--- config.mk ---
export PLATFORM = sky130hd
export DESIGN_NAME = spi_cmd_sequencer
export DESIGN_NICKNAME = d
export VERILOG_FILES = /design/src/rtl/spi_cmd_sequencer.sv
export SDC_FILE = /design/constraint.sdc
export NUM_CORES = 1
export LEC_CHECK = 0
export BUFFER_PORTS_ARGS = -buffer_cell sky130_fd_sc_hd__buf_2
export CAP_MARGIN = 40
export CORE_ASPECT_RATIO = 0.8
export CORE_MARGIN = 2
export CORE_UTILIZATION = 50
export CTS_CLUSTER_DIAMETER = 80
export DETAILED_ROUTE_END_ITERATION = 7
export GPL_TIMING_DRIVEN = 0
export PLACE_DENSITY = 0.74
export SYNTH_ARGS = -nofsm -noshare
export SYNTH_HDL_FRONTEND = slang
export SYNTH_SLANG_ARGS = --single-unit
--- constraint.sdc ---
create_clock -name clk -period 7.2 [get_ports clk]
set_clock_uncertainty 0.1 [all_clocks]
set_input_delay 0 -clock clk [delete_from_list [all_inputs] [get_ports clk]]
set_output_delay 0 -clock clk [all_outputs]
set_load 0.005 [all_outputs]
--- src/rtl/spi_cmd_sequencer.sv ---
// Flash-style command front-end for the SPI master engine.
// Pushes the header and write payload into the TX FIFO, starts the engine, and streams read bytes back.
module spi_cmd_sequencer #(
    parameter int DATA         = 8,
    parameter int MAX_BYTES    = 256,
    parameter int BUSY_TIMEOUT = 8
) (
    input  logic            clk,
    input  logic            rst,
    input  logic            req_valid,
    output logic            req_ready,
    input  logic            req_op,
    input  logic [7:0]      req_cmd,
    input  logic [15:0]     req_addr,
    input  logic [11:0]     req_nbytes,
    input  logic [DATA-1:0] pl_data,
    input  logic            pl_valid,
    output logic            pl_ready,
    output logic [DATA-1:0] tx_wdata,
    output logic            tx_wr,
    input  logic            tx_full,
    output logic [15:0]     spi_len,
    output logic            spi_op,
    output logic            spi_work,
    input  logic            spi_busy,
    input  logic [DATA-1:0] rx_rdata,
    output logic            rx_rd,
    input  logic            rx_empty,
    output logic [DATA-1:0] rd_data,
    output logic            rd_valid,
    input  logic            rd_ready,
    output logic            done,
    output logic            error
);

    typedef enum logic [2:0] {
        S_IDLE,
        S_HDR,
        S_PL,
        S_START,
        S_WAIT_HI,
        S_WAIT_LO
    } state_t;

    localparam logic [11:0] MAX_N    = 12'(MAX_BYTES);
    // Error becomes visible one cycle after the decision, so the counter stops two short.
    localparam logic [15:0] TMO_LAST = 16'(BUSY_TIMEOUT - 2);

    state_t          state_q, state_d;
    logic            op_q, op_d;
    logic [7:0]      cmd_q, cmd_d;
    logic [15:0]     addr_q, addr_d;
    logic [11:0]     nbytes_q, nbytes_d;
    logic [11:0]     rem_q, rem_d;
    logic [1:0]      idx_q, idx_d;
    logic [15:0]     tmo_q, tmo_d;
    logic [15:0]     spi_len_q, spi_len_d;
    logic            spi_op_q, spi_op_d;
    logic [DATA-1:0] rd_data_q, rd_data_d;
    logic            rd_valid_q, rd_valid_d;
    logic            done_q, done_d;
    logic            error_q, error_d;

    logic [7:0]      hdr_byte;
    logic            out_free;

    always_ff @(posedge clk or posedge rst) begin
        if (rst) begin
            state_q    <= S_IDLE;
            op_q       <= 1'b0;
            cmd_q      <= '0;
            addr_q     <= '0;
            nbytes_q   <= '0;
            rem_q      <= '0;
            idx_q      <= '0;
            tmo_q      <= '0;
            spi_len_q  <= '0;
            spi_op_q   <= 1'b0;
            rd_data_q  <= '0;
            rd_valid_q <= 1'b0;
            done_q     <= 1'b0;
            error_q    <= 1'b0;
        end else begin
            state_q    <= state_d;
            op_q       <= op_d;
            cmd_q      <= cmd_d;
            addr_q     <= addr_d;
            nbytes_q   <= nbytes_d;
            rem_q      <= rem_d;
            idx_q      <= idx_d;
            tmo_q      <= tmo_d;
            spi_len_q  <= spi_len_d;
            spi_op_q   <= spi_op_d;
            rd_data_q  <= rd_data_d;
            rd_valid_q <= rd_valid_d;
            done_q     <= done_d;
            error_q    <= error_d;
        end
    end

    always_comb begin
        state_d    = state_q;
        op_d       = op_q;
        cmd_d      = cmd_q;
        addr_d     = addr_q;
        nbytes_d   = nbytes_q;
        rem_d      = rem_q;
        idx_d      = idx_q;
        tmo_d      = tmo_q;
        spi_len_d  = spi_len_q;
        spi_op_d   = spi_op_q;
        rd_data_d  = rd_data_q;
        rd_valid_d = rd_valid_q;
        done_d     = 1'b0;
        error_d    = 1'b0;
        req_ready  = 1'b0;
        pl_ready   = 1'b0;
        tx_wr      = 1'b0;
        tx_wdata   = '0;
        spi_work   = 1'b0;
        rx_rd      = 1'b0;
        out_free   = 1'b0;

        case (idx_q)
            2'd0:    hdr_byte = cmd_q;
            2'd1:    hdr_byte = addr_q[15:8];
            default: hdr_byte = addr_q[7:0];
        endcase

        case (state_q)
            S_IDLE: begin
                req_ready = 1'b1;
                if (req_valid) begin
                    op_d     = req_op;
                    cmd_d    = req_cmd;
                    addr_d   = req_addr;
                    nbytes_d = req_nbytes;
                    if (req_nbytes > MAX_N) begin
                        error_d = 1'b1;
                    end else begin
                        spi_len_d = (16'(req_nbytes) + 16'd3) << 3;
                        spi_op_d  = req_op;
                        idx_d     = 2'd0;
                        state_d   = S_HDR;
                    end
                end
            end
            S_HDR: begin
                if (!tx_full) begin
                    tx_wr    = 1'b1;
                    tx_wdata = DATA'(hdr_byte);
                    if (idx_q == 2'd2) begin
                        if (op_q && nbytes_q != 12'd0) begin
                            rem_d   = nbytes_q;
                            state_d = S_PL;
                        end else begin
                            state_d = S_START;
                        end
                    end else begin
                        idx_d = idx_q + 2'd1;
                    end
                end
            end
            S_PL: begin
                pl_ready = !tx_full;
                if (pl_valid && !tx_full) begin
                    tx_wr    = 1'b1;
                    tx_wdata = pl_data;
                    rem_d    = rem_q - 12'd1;
                    if (rem_q == 12'd1) state_d = S_START;
                end
            end
            S_START: begin
                spi_work = 1'b1;
                rem_d    = nbytes_q;
                tmo_d    = '0;
                state_d  = S_WAIT_HI;
            end
            S_WAIT_HI: begin
                if (spi_busy) begin
                    state_d = S_WAIT_LO;
                end else if (tmo_q == TMO_LAST) begin
                    error_d = 1'b1;
                    state_d = S_IDLE;
                end else begin
                    tmo_d = tmo_q + 16'd1;
                end
            end
            S_WAIT_LO: begin
                if (op_q) begin
                    if (!spi_busy) begin
                        done_d  = 1'b1;
                        state_d = S_IDLE;
                    end
                end else begin
                    // The output register can take a new byte if empty or being accepted now.
                    out_free = !rd_valid_q || rd_ready;
                    if (rd_valid_q && rd_ready) rd_valid_d = 1'b0;
                    if (!rx_empty && out_free && rem_q != 12'd0) begin
                        rx_rd      = 1'b1;
                        rd_data_d  = rx_rdata;
                        rd_valid_d = 1'b1;
                        rem_d      = rem_q - 12'd1;
                    end else if (!spi_busy && rem_q == 12'd0 && out_free) begin
                        done_d  = 1'b1;
                        state_d = S_IDLE;
                    end
                end
            end
            default: state_d = S_IDLE;
        endcase
    end

    assign spi_len  = spi_len_q;
    assign spi_op   = spi_op_q;
    assign rd_data  = rd_data_q;
    assign rd_valid = rd_valid_q;
    assign done     = done_q;
    assign error    = error_q;

endmodule

==> out/results.tsv <==
stage	metric	value	unit
critical_path	worstPathArrival	2.72	ns
clock_tree	ctsHoldBuffers	48	
drt	drtIter0Drc	281	
global_routing	grtUsageTotal	25.4	%
pwr	p_sw	0.000867	W
floorplanning	initial_core_util	51.0	%
drt	drcViolationCount	0	
pwr	p_seq_share	39.4	%
floorplanning	rows	32	
critical_path	crit_slowest_cell	or4_1	
clock_tree	insertion_delay	0.35	ns
synth	yosysSeqAreaShare	48.8	%
floorplanning	dieArea	10600	um2
critical_path	start_kind	flip-flop	
synth	syn_area	4880	um2
drt	dr.pass1.iters	5	
timing	finalCritPeriodShare	36.0	%
final_layout	drive_above_1_share	29.5	%
placed_design	place.gp.congestion	0.886	
drt	drtAntennaViolNets	0	
timing	tns	0	ns
pwr	p_int	0.00147	W
synth	yosysTopAreaCell	dfrtp_1	
synth	yosys.cell_types.count	60	
synth	synth_flop_cell	dfrtp_1	
global_routing	antenna_found_initial	0	
drt	routedWlPerCell	17.1	um
drt	routed_wl	12.8	mm
placed_design	io_buffer_count	98	
pwr	comb_power_share	39.1	%
timing	fmax	386	MHz
clock_tree	cts.clk_slew.worst_paths	0.07	ns
final_layout	multi_input_area	2350	um2
final_layout	finish.net_count	696	
critical_path	worst_ep_required_time	7.33	ns
floorplanning	die_h	92.3	um
floorplanning	fp.coreArea	9570	um2
synth	synth_edf_count	0	
placed_design	dpl.hpwl	8.75	mm
critical_path	critical_path_class	flip-flop to flip-flop	
critical_path	cp-end-kind	flip-flop	
timing	hold_viol	0	
pwr	power_density	368	nW/um2
pwr	total_power	0.00234	W
timing	worst_pin_slew	0.875	ns
timing	min_period	2.59	ns
global_routing	grt_pass1_wl	21.1	mm
hold_path	hold_class	input pin to flip-flop	
final_layout	fillers	740	
timing	setup_viol	0	
clock_tree	cts_tree	built	
timing	relSlewSlack	41.4	%
clock_tree	cts-resized-gates	0	
synth	synth_area_per_cell	10.5	um2
synth	syn_inst	466	
flow_run	cap_viol_max_count	0	
clock_tree	htreeDepth	3	
pwr	ir_worst_vdd	0.000227	V
pwr	swShare	37.2	%
synth	yosysTopAreaCellShare	48.8	%
global_routing	grt_overflow	0	
final_layout	finish.utilization	66.3	%
critical_path	max_stage_delay	0.52	ns
final_layout	n_antenna_cell	0	
clock_tree	cts-root-buf	clkbuf_16	
run_status	outcome	finished clean	
timing	finalMaxSlewViolations	0	
synth	synth_top_cells_by_area	dfrtp_1, mux2_2, o21ai_0	
synth	async_flop_share	100	%
critical_path	path_cells	inv_1 -> ha_1 -> or3b_2 -> or4_1 -> nor4_1 -> a31oi_1 -> o21a_1	
final_layout	seq_area	2380	um2
timing	rsz0062_at_grt	no	
clock_tree	post_cts_buffers	0	
floorplanning	ios	102	
drt	via_per_inst	5.69	
clock_tree	cts_sinks	95	
synth	synth-seq-cells	95	
global_routing	grt_pass1_vias	4223	
drt	vias	4265	
critical_path	cp_max_fo	6	
clock_tree	cts-buffers-inserted	9	
global_routing	grt_max_degree	54	
final_layout	syn2layout_area_growth	30.1	%
synth	synth_warnings	0	
pwr	p_leak	2.91	nW
pwr	p_clk_share	21.5	%
floorplanning	die_w	114	um
clock_tree	clock_path_buffers	2	
path summary, 6_finish.rpt:
check | startpoint | slack (ns) | end | cells after the start
worst max-delay path | rem_q[0] | 4.61 | rem_q[10] | 7
worst min-delay path | tx_full | 0.03 | state_q[0] | 4
worst max register to register | rem_q[0] | 4.61 | rem_q[10] | 7
worst min register to register | spi_len[15] | 0.39 | spi_len[15] | 1
max in group asynchronous | rst | 6.14 | nbytes_q[7] | 4
min in group asynchronous | rst | 0.19 | rd_data[1] | 3
power by group through the flow:
| stage | Combinational [W] | Sequential (W) | Clock, W |
|---|---|---|---|
| 2_1_floorplan | 0.000634 | 0.000874 | 0 |
| 3_3_place_gp | 0.000848 | 0.000907 | 0 |
| 3_5_place_dp | 0.000880 | 0.000919 | 0 |
| 4_1_cts | 0.000908 | 0.000914 | 0.000510 |
| 5_1_grt | 0.00101 | 0.000944 | 0.000535 |
| 6_report | 0.000913 | 0.000920 | 0.000502 |
synth_stat cells, drive strengths merged, types with 2 or more instances:
cell     number
dfrtp        95
mux2         48
nand2        39
o21ai        34
a21oi        25
nor2         24
nand3        17
clkbuf       13
buf          11
inv          11
or4          11
xor2         10
a22o          9
ha            9
a31oi         8
nor4          8
or3           8
nand2b        7
and2          6
and3          6
nor3          6
o31ai         6
nand4         5
o2bb2ai       5
nor2b         4
xnor2         4
and4          3
nand3b        3
o211ai        3
a21o          2
and3b         2
mux2i         2
nor3b         2
o311ai        2
o41ai         2
or3b          2
per-layer routing:
metal	part of all wire, %	global-route usage (%)	up-vias	routed length (um)
met5	0	0	-	0
met4	1.1	5.79	0	136
met1	45	35.2	2108	5710
met3	6.2	7.26	12	796
li1	-	-	2017	-
met2	48	39.9	128	6180
worst max-delay path, delay by kind of cell, from the launching register on:
family | cells | cell delay, ns
flip-flops | 1 | 0.46
AO/OA/AOI/OAI | 2 | 0.32
adder cells (fa/ha/maj) | 1 | 0.20
buffers and inverters | 1 | 0.13
AND/OR/NAND/NOR | 3 | 1.26
flip-flops by register name, summed over array words and instances, names as in the netlist, 2 cells and up:
register,count
tmo_q,16
rem_q,12
idx_q,2
spi_len,13
addr_q,16
cmd_q,8
state_q,3
rd_data,8
nbytes_q,12
logic make-up (layout without fill, tap and decap cells):
kind of cell               Yosys count  after routing  synth area share (%)
muxes                               50             50                  11.6
adders and majority gates            9              9                  2.31
AOI/OAI and AO/OA                  106            106                  13.7
other                                1              3                0.0769
and+or+nand+nor                    156            156                  17.8
xor gates and xnor gates            14             14                  2.51
DFF                                 95             95                  48.8
buffers and inverters               35            198                  3.23
cell type report:
| class | count | area share (%) |
|---|---|---|
| flip-flops and latches | 95 | 37.5 |
| multi-input cells | 338 | 37.0 |
| repair buffers | 147 | 15.6 |
| clock buffers | 9 | 3.55 |
| well taps | 119 | 2.35 |
| plain buffers | 24 | 1.83 |
| clock inverters | 7 | 1.44 |
| inverters | 11 | 0.690 |
metrics by stage:
| stage | hold WS (ns) | std cells | area (um2) | setup WS (ns) |
|---|---|---|---|---|
| floorplan | -0.0689 | 468 | 4880 | 4.62 |
| CTS | 0.0292 | 750 | 6340 | 4.65 |
| global route | 0.0594 | 750 | 6340 | 4.48 |
| finish | 0.0294 | 750 | 6340 | 4.61 |
| detailed placement | 0.0543 | 686 | 5550 | 4.70 |
| global placement | 0.132 | 685 | 5520 | 3.54 |
cells in the final DEF (no fill, tap or decap), types with 3 or more instances in the layout:
master and n:
buf_2 104, dfrtp_1 95, dlygate4sd3_1 48, mux2_2 47
nand2_1 39, o21ai_0 33, a21oi_1 25, nor2_1 23
nand3_1 17, clkbuf_1 13, inv_1 10, xor2_1 10
or4_1 9, a22o_1 9, ha_1 9, clkbuf_16 9
or3_1 8, a31oi_1 8, nand2b_1 7, nor4_1 7
o31ai_1 6, and3_1 6, nand4_1 5, o2bb2ai_1 5
and2_1 5, nor2b_1 4, nor3_1 4, xnor2_1 4
and4_1 3, nand3b_1 3, o211ai_1 3, buf_4 3
conb_1 3
No activity file was read; power rests on OpenSTA's default activity.
